<file path="src/rtl/pc_fetch_ctrl.sv">
// Fetch-address generator for a word-indexed instruction ROM: reset/start sequencing, stall hold, redirects.
// Optional macro FETCH_BOUND_CHECK_EN traps out-of-range fetch addresses into a sticky FAULT state.
module pc_fetch_ctrl #(
    parameter logic [31:0] RST_ADDR  = 32'h0000_0000,
    parameter int unsigned PC_STEP   = 1,
    parameter int unsigned ROM_DEPTH = 1024
) (
    input  logic        clk,
    input  logic        rst,
    input  logic        stall_i,
    input  logic        redirect_valid_i,
    input  logic [31:0] redirect_addr_i,
    output logic [31:0] pc_addr_o_ROM,
    output logic        chip_enable_o_ROM,
    output logic        fetch_valid_o,
    output logic        fetch_fault_o
);

`ifdef FETCH_BOUND_CHECK_EN
    localparam bit BOUND_CHECK = 1'b1;
`else
    localparam bit BOUND_CHECK = 1'b0;
`endif

    typedef enum logic [2:0] {
        S_RESET,
        S_START,
        S_RUN,
        S_HOLD,
        S_FAULT
    } state_t;

    state_t      state_q;
    logic [31:0] pc_q;
    logic        ce_q;
    logic        fault_q;

    logic [31:0] pc_d;
    logic        load_d;
    logic        oob_d;
    logic        active_d;

    assign active_d = (state_q == S_RUN) || (state_q == S_HOLD);
    // A redirect always loads, even under stall; the loaded PC then simply waits in HOLD.
    assign load_d   = redirect_valid_i || !stall_i;
    assign pc_d     = redirect_valid_i ? redirect_addr_i : (pc_q + PC_STEP);
    assign oob_d    = BOUND_CHECK && (pc_d >= ROM_DEPTH);

    always_ff @(posedge clk) begin
        if (rst) begin
            state_q <= S_RESET;
            pc_q    <= RST_ADDR;
            ce_q    <= 1'b0;
            fault_q <= 1'b0;
        end else begin
            case (state_q)
                S_RESET: state_q <= S_START;
                S_START: begin
                    state_q <= S_RUN;
                    ce_q    <= 1'b1;
                end
                S_RUN, S_HOLD: begin
                    if (load_d) begin
                        if (oob_d) begin
                            // PC stays at the last in-range value for post-mortem inspection.
                            state_q <= S_FAULT;
                            ce_q    <= 1'b0;
                            fault_q <= 1'b1;
                        end else begin
                            state_q <= S_RUN;
                            pc_q    <= pc_d;
                        end
                    end else begin
                        state_q <= S_HOLD;
                    end
                end
                S_FAULT: state_q <= S_FAULT;
                default: begin
                    state_q <= S_RESET;
                    pc_q    <= RST_ADDR;
                    ce_q    <= 1'b0;
                    fault_q <= 1'b0;
                end
            endcase
        end
    end

    assign pc_addr_o_ROM     = pc_q;
    assign chip_enable_o_ROM = ce_q;
    assign fetch_fault_o     = BOUND_CHECK ? fault_q : 1'b0;
    assign fetch_valid_o     = ce_q && active_d && !stall_i && !redirect_valid_i;

endmodule
</file>
<file path="config.mk">
export PLATFORM = sky130hd
export DESIGN_NAME = pc_fetch_ctrl
export DESIGN_NICKNAME = d
export VERILOG_FILES = /design/src/rtl/pc_fetch_ctrl.sv
export SDC_FILE = /design/constraint.sdc
export NUM_CORES = 1
export LEC_CHECK = 0
export BUFFER_PORTS_ARGS = -buffer_cell sky130_fd_sc_hd__buf_4
export CAP_MARGIN = 20
export CORE_MARGIN = 5
export CORE_UTILIZATION = 42
export DETAILED_ROUTE_END_ITERATION = 6
export PLACE_DENSITY_LB_ADDON = 0.12
export SLEW_MARGIN = 5
export SYNTH_ARGS = -nofsm -noshare
export SYNTH_HDL_FRONTEND = slang
export SYNTH_SLANG_ARGS = --single-unit
</file>
<file path="constraint.sdc">
create_clock -name clk -period 2.1 [get_ports clk]
set_input_delay 0.105 -clock clk [delete_from_list [all_inputs] [get_ports clk]]
set_output_delay 0.105 -clock clk [all_outputs]
set_load 0.01 [all_outputs]
</file>
== After elaboration in Yosys (flattened, before gate mapping) ==
Index checks and enable logic that the tools add are counted.

* Equal/unequal tests: 5
* Multiplexer cells: 6
* $lt $le $gt $ge: 0
* $add $sub $neg: 1
* Divide/modulo/power cells: 0
* Shifts and indexed selects: 0
* Reductions and logical operators: 12
* Multipliers: 0
* Bitwise gates (word level): 1

{| class="wikitable"
|+ Operators with widths
! cell !! number
|-
| 2-to-1 mux 32 bit || 2
|-
| one-hot mux 32 bit (2 select lines) || 1
|-
| adder 32 x 1 -> 32 bit, second input constant || 1
|-
| one-hot mux 3 bit (4 select lines) || 1
|-
| equality test 3 x 2 -> 1 bit, second input constant || 2
|-
| OR reduction 4 bit || 1
|-
| equality test 3 x 1 -> 1 bit, second input constant || 1
|-
| equality test 3 bit, second input constant || 1
|-
| logical AND 1 bit || 3
|-
| zero test 3 bit || 1
|-
| OR reduction 3 bit || 1
|-
| zero test 1 bit || 2
|-
| logical OR 1 bit || 2
|-
| inequality test 2 bit, second input constant || 1
|-
| one-hot mux 1 bit (2 select lines) || 1
|-
| AND reduction 2 bit || 1
|-
| OR reduction 2 bit || 1
|-
| 2-to-1 mux 1 bit || 1
|-
| inverter 1 bit || 1
|}

* Register bits: 36
* Memory bits (read-only): 0
* Output and inout bits: 35
* Logic and storage cells: 28
* Memories kept: 0
* Bits of input ports: 36
* Bits in latches: 0
* Memory bits (writable): 0

== Depth between registers and ports, before layout ==
Gate-level depths: netlist (run 1).

* Depth after elaboration: 5
* Depth in mapped cells: 7

== Worst setup path before layout (run 1) ==
No wires, ideal clock.

* Kind: reg2reg
* From: reg pc_q[0] (netlist: pc_addr_o_ROM[0])
* To: reg pc_q[16] (netlist: pc_addr_o_ROM[16])
* Slack: 0.329 ns
* Arrival time: 1.638 ns
* Period minus slack after synthesis: 1.771 ns
* Cell stages (with the launch flop): 7
* Cells stage by stage: dfxtp_1 -> ha_1 -> nand3_1 -> nor3_4 -> and4_1 -> xnor2_1 -> o22ai_1

* Cells in the longest elaborated chain, start to end: 4

{| class="wikitable"
|+ RTL lines
! element !! line !! RTL
|-
| from (decl) || 34 || <nowiki>logic [31:0] pc_q;</nowiki>
|-
| from (signal assigned) || 71 || <nowiki>pc_q <= pc_d;</nowiki>
|-
| adder 32 x 1 -> 32 bit || 46 || <nowiki>assign pc_d = redirect_valid_i ? redirect_addr_i : (pc_q + PC_STEP);</nowiki>
|-
| 2-to-1 mux 32 bit || 46 ||
|-
| 2-to-1 mux 32 bit || 63 || <nowiki>if (load_d) begin</nowiki>
|-
| one-hot mux 32 bit (2 select lines) || 56 || <nowiki>case (state_q)</nowiki>
|}

Every way passes these cells. The select of a mux whose other input is x is not followed.
A chain may end at the register's enable or synchronous reset.

== Final worst setup path (run 1) ==
* From: reg pc_q[0] (netlist: pc_addr_o_ROM[0])
* To: reg pc_q[30] (netlist: pc_addr_o_ROM[30])

Same word-level chain as after synthesis.

==> results of run 1 <==
## cells by family after synthesis
group                    after synthesis  share of synthesized area (%)
XOR/XNOR                              11                           4.37
AO/OA/AOI/OAI                        102                           29.5
adder cells (fa/ha/maj)                1                          0.567
other                                  1                          0.170
flip-flops                            36                           32.7
multiplexers                           1                          0.454
AND/OR/NAND/NOR                      115                           27.7
buffers and inverters                 23                           4.59
## layout by cell type (no fill, tap or decap), types with 4 or more instances in the layout
master     n
a21oi_1   19
nand3_1   12
o22ai_1   10
clkbuf_8   6
nand4_1   10
nor2_1    28
dfxtp_1   36
a22oi_1   13
xor2_1     9
nor3_1    12
and3_1     4
o21ai_0   31
buf_4     85
a32oi_1    4
a21o_1     4
inv_1      6
nand2_1   26
## how the worst max path moves through the flow
stage                        endpoint  slack (ns)  depth (start not counted)
floorplan           pc_addr_o_ROM[16]        0.33                          6
global placement    pc_addr_o_ROM[16]        0.26                          6
detailed placement  pc_addr_o_ROM[16]        0.16                          6
CTS                 pc_addr_o_ROM[16]        0.13                          6
global route        pc_addr_o_ROM[27]        0.03                          5
finish              pc_addr_o_ROM[30]        0.26                          8
## stage by stage
stage          worst slack (ns)  util, %  hold slack, ns  area [sq um]  std cells
4_1_cts                   0.135     57.6          0.0856          2940        435
3_5_place_dp              0.157     55.8           0.390          2850        427
5_1_grt                  0.0285     58.1          0.0899          2970        437
2_1_floorplan             0.329        -           0.275          2210        290
6_report                  0.257     58.1          0.0841          2970        437
3_3_place_gp              0.265     55.8           0.372          2850        427
## routing by layer
metal  GRT usage [%]  part of all wire (%)  vias to the layer above
li1                -                     -                     1241
met5               0                     0                        -
met2            35.4                    48                       86
met3            3.58                   6.5                        8
met4            7.14                   1.2                        0
met1            28.5                    45                     1179
## where the power goes
group | internal (uW) | leakage (uW) | switching (uW)
logic | 147 | 0.000856 | 157
registers | 713 | 0.000292 | 40.0
clock network | 262 | 0.0000510 | 267
## final cells by class
cell class                 instances  area (sq um)  share of cell area, %
sequential                        36           721                   24.3
timing repair buffer              86           658                   22.2
tap                               70          87.6                   2.95
clock inverter                     2          10.0                  0.337
clock buffer                       6          82.6                   2.78
multi-input combinational        231          1390                   46.7
inverter                           6          22.5                  0.759
## registers in the layout, indices dropped and copies added (netlist names)
signal             flops
state_q                3
pc_addr_o_ROM         32
chip_enable_o_ROM      1
## worst max-delay path: cells and delay by family, from the launching register on
kind            cells  cell delay [ns]
fa+ha+maj           1             0.24
buf+inv             2             0.27
compound gates      1             0.08
flops               1             0.46
simple gates        3             0.54
xor+xnor            1             0.15
## repair_timing
action / in CTS / in global routing
resized for setup: 0 / 0
buffers inserted: 0 / 2
endpoints found under the setup margin: 0 / 2
==> run summary, run 1 <==
Site Rows: 26
GRT Util Overall: 21.6%
Placer Congestion: 0.854
unrepaired setup endpoints after global routing: no
Final Max Tran Viols: 0
YS warnings: 0
r2r endpoint: pc_addr_o_ROM[30]
distinct cell type count of the synthesized netlist: 51
WL/cell: 16.0 microns
area leader, netlist: dfxtp_1
pin count of the biggest net entering global routing: 41
r2r setup slk: 0.26 ns
Starting Density: 43.2%
TritonCTS buffer count: 5
Total Wirelength: 7000 microns
power density over the cells: 534 nW/um^2
synthesized flop and latch total: 36
drt first pass iters: 5
Critical Path Source Type: flip-flop
Fin. Hold Viols: 0
vias in the first global route: 2,355
most frequent CP cell: nand3_1
CP required: 2.28 ns
H-tree depth: 2
crit end category: flip-flop
first-pass GRT wire length: 11,400 microns
nets: 403
GRT overflow: 0
Crit Path Max Fanout: 10
total of max-cap violations: 0
clock skew: 0.00738 ns
core footprint: 5110 sq um
Overall Power: 1590 uW
Skew-Pair Late Insertion Delay: 0.30 ns
worst reg-to-reg path cell count: 8
post-synthesis async set-or-reset flop share: 0%
initial drt markers: 189
Die X: 82.5 microns
die area: 6800 sq um
clock tree buffer depth: 2
Remaining DRCs: 0
post-synthesis sequential area ratio: 32.7%
Synth Area per Inst: 7.61 sq um
slowest CP cell: dfxtp_1
Syn Nets: 327
Final HPWL DP: 4960 microns
commonest cells in the netlist: 36 x dfxtp_1, 31 x o21ai_0, 28 x nor2_1
status: finished clean
Worst-path clk slew: 0.08 ns
Worst Hold Class: primary input to flip-flop
Routed Antenna Nets: 0
hold_sp: redirect_addr_i[5]
Lkg Pwr: 0.00120 uW
fillcell total: 497
final setup fails: 0
Syn Inst Count: 290
Slew @ Worst Pin: 0.520 ns
TritonCTS clock tree: yes
Via density: 5.75
initial antenna violation count: 0
Synth area leaders: dfxtp_1 33%, o21ai_0 7.0%, nor2_1 4.8%
critical path data arrival time: 2.02 ns
max incr delay on CP: 0.46 ns
clock sink count: 36
final cycle utilization of the critical path: 87.8%
Hold Buf Count CTS: 0
f_max: 543 MHz
worst ir drop on vdd: 0.240 mV
Max-Slew Margin vs Limit: 65.2%
# IOs: 71
area of the mapped netlist: 2210 sq um
Hold Path Stages: 3
ant diodes: 0
min Tclk post-route: 1.84 ns
RR Startpoint: pc_addr_o_ROM[0]
Critical Path, Cell by Cell: ha_1 -> nand3_1 -> nor3_4 -> buf_12 -> buf_4 -> nand3_1 -> xor2_1 -> o22ai_1
Setup crit start: pc_addr_o_ROM[0]
Yosys top cell area share: 32.7%
Synth Flop Type: dfxtp_1
vias post-DR: 2,514
WS Path Type: flip-flop to flip-flop
PortBufs: 69
die span in y: 82.5 microns
most common cell in the synthesized netlist: dfxtp_1
hold path endpoint: pc_addr_o_ROM[5]
share of layout cells above drive strength 1: 27.8%
Area growth syn-to-layout: 34.6%
Post-synth EDFFs: 0
CTS Root Buffer Type: clkbuf_8
setup TNS: 0 ns
Power figures use the tool's default switching activity.
==> run 2: changes to the inputs <==
==> config.mk (replaced) <==
export PLATFORM = sky130hd
export DESIGN_NAME = pc_fetch_ctrl
export DESIGN_NICKNAME = d
export VERILOG_FILES = /design/src/rtl/pc_fetch_ctrl.sv
export SDC_FILE = /design/constraint.sdc
export NUM_CORES = 1
export LEC_CHECK = 0
export BUFFER_PORTS_ARGS = -buffer_cell sky130_fd_sc_hd__buf_2
export CAP_MARGIN = 20
export CORE_MARGIN = 2
export CORE_UTILIZATION = 42
export DETAILED_ROUTE_END_ITERATION = 6
export PLACE_DENSITY_LB_ADDON = 0.12
export SYNTH_ARGS = -nofsm -noshare
export SYNTH_HDL_FRONTEND = slang
export SYNTH_SLANG_ARGS = --single-unit
==> run 2 against run 1 <==
Net effect: die area shrank 14%; global-route usage up 2.1 points; utilization fell by 3.3 points; via count grew 0.28%; setup slack improved by 0.049 ns; critical path depth fell by 3; critical path type unchanged; largest cell class unchanged.
==> run summary, run 2 (synthesis gave the netlist of run 1 again) <==
# IOs: 71 (unchanged)
TritonCTS clock tree: yes
Max-Slew Margin vs Limit: 66.2% (+1.0 points)
share of layout cells above drive strength 1: 27.8% (unchanged)
GRT overflow: 0 (unchanged)
min Tclk post-route: 1.79 ns (-0.0495 ns)
Critical Path, Cell by Cell: nand3_1 -> or3_1 -> nor3_1 -> o21ai_0 -> o21a_1
Total Wirelength: 6790 microns (-3.0%)
vias post-DR: 2,521 (+0.28%)
Overall Power: 1550 uW (-2.2%)
unrepaired setup endpoints after global routing: no
total of max-cap violations: 0 (unchanged)
Crit Path Max Fanout: 6 (-4)
GRT Util Overall: 23.7% (+2.1 points)
drt first pass iters: 5 (unchanged)
post-CTS sizing: 0 (unchanged)
final cycle utilization of the critical path: 85.4% (-2.4 points)
Critical Path Source Type: flip-flop
first-pass GRT wire length: 11,500 microns (+1.3%)
r2r endpoint: pc_addr_o_ROM[15]
worst ir drop on vdd: 0.324 mV (+35%)
initial drt markers: 118 (-38%)
Fin. Hold Viols: 0 (unchanged)
vias in the first global route: 2,415 (+2.5%)
PortBufs: 69 (unchanged)
Via density: 5.77 (+0.28%)
Starting Density: 43.5% (+0.28 points)
H-tree depth: 2 (unchanged)
clock skew: 0.00803 ns (+0.000656 ns)
Site Rows: 26 (unchanged)
critical path data arrival time: 1.97 ns (-0.05 ns)
clock tree buffer depth: 2 (unchanged)
Routed Antenna Nets: 0 (unchanged)
nets: 403 (unchanged)
TritonCTS buffer count: 5 (unchanged)
power density over the cells: 557 nW/um^2 (+4.3%)
Worst-path clk slew: 0.08 ns (about the same)
hold slack: 0.0841 ns (-0.0000396 ns)
Worst Hold Class: primary input to flip-flop
setup TNS: 0 ns (unchanged)
final setup fails: 0 (unchanged)
Skew-Pair Late Insertion Delay: 0.29 ns (about the same)
pin count of the biggest net entering global routing: 33 (-20%)
initial antenna violation count: 0 (unchanged)
Placer Congestion: 0.842 (-1.5%)
CP required: 2.28 ns (about the same)
Final HPWL DP: 4930 microns (-0.63%)
max FFs per register: 32 (unchanged)
final instance count without filler cells: 437 (unchanged)
core footprint: 5070 sq um (-0.64%)
Die X: 76.5 microns (-7.3%)
CP endpoint: pc_addr_o_ROM[15]
f_max: 558 MHz (+2.8%)
Setup crit start: pc_addr_o_ROM[10]
max incr delay on CP: 0.57 ns (+0.11 ns)
Lkg Pwr: 0.00117 uW (-2.7%)
ant diodes: 0 (unchanged)
commonest non-fill, non-tap cell in the layout: buf_2
worst reg-to-reg path cell count: 5 (-3)
crit end category: flip-flop
r2r setup slk: 0.31 ns (+0.05 ns)
Remaining DRCs: 0 (unchanged)
slowest CP cell: or3_1
Area growth syn-to-layout: 26.2%
die span in y: 76.5 microns (-7.3%)
Final Max Tran Viols: 0 (unchanged)
clock sink count: 36 (unchanged)
WL/cell: 15.5 microns (-3.0%)
status: finished clean
WS Path Type: flip-flop to flip-flop
placed cell count: 429 (+0.47%)
CTS Root Buffer Type: clkbuf_8
commonest non-fill, non-tap cells in the layout: 69 x buf_2, 36 x dfxtp_1, 31 x o21ai_0
RR Startpoint: pc_addr_o_ROM[10]
Slew @ Worst Pin: 0.505 ns (-0.0151 ns)
die area: 5850 sq um (-14%)
==> run 2: changes by cell type in the layout (fill, tap and decap cells not counted) <==
cell / before / now
buf_12: 1 / 0
buf_2: 0 / 69
buf_4: 85 / 17
==> run 2: worst min-delay path by stage <==
| stage | startpoint | endpoint | slack [ns] | depth (start not counted) |
|---|---|---|---|---|
| 5_1_grt | redirect_addr_i[26] | pc_addr_o_ROM[26] | 0.09 | 3 |
| 2_1_floorplan | redirect_addr_i[26] | pc_addr_o_ROM[26] | 0.27 | 2 |
| 4_1_cts | redirect_addr_i[26] | pc_addr_o_ROM[26] | 0.08 | 3 |
| 3_3_place_gp | redirect_addr_i[26] | pc_addr_o_ROM[26] | 0.38 | 3 |
| 3_5_place_dp | redirect_addr_i[26] | pc_addr_o_ROM[26] | 0.37 | 3 |
| 6_report | redirect_addr_i[26] | pc_addr_o_ROM[26] | 0.08 | 3 |
==> run 2: routing by layer <==
metal  global-route usage (%)  routed length, microns
met5                        0                       0
met1                     30.2                    3070
met4                     8.73                     123
met2                     38.7                    3110
met3                     5.92                     494
==> run 2: final cells by class <==
class	instances	area, sq um
fillers	506	2290
multi-input cells	231	1390
flip-flops and latches	36	721
repair buffers	86	473
well taps	70	87.6
clock buffers	6	82.6
inverters	6	22.5
clock inverters	2	10.0
==> run 2: worst max-delay path: cells and delay by family (launching register included) <==
| kind | cells | cell delay [ns] |
|---|---|---|
| and+or+nand+nor | 3 | 0.98 |
| DFF | 1 | 0.43 |
| AOI/OAI and AO/OA | 2 | 0.28 |
==> run 2: stage by stage <==
| step | util [%] | cell area, sq um | worst slack (ns) |
|---|---|---|---|
| floorplan | - | 2210 | 0.329 |
| global placement | 53.0 | 2690 | 0.302 |
| detailed placement | 53.0 | 2690 | 0.275 |
| CTS | 54.9 | 2780 | 0.242 |
| global route | 54.9 | 2780 | 0.0413 |
| finish | 54.9 | 2780 | 0.306 |
==> run 2: what timing repair did <==
action	4_1_cts	5_1_grt
buffers inserted	0	0
endpoints found under the setup margin	0	1
hold buffers	0	0
==> run 2: report_power, final <==
group	switching, uW	internal, uW	total, uW
Combinational	156	117	274
Clock	262	262	524
Sequential	40.3	713	754
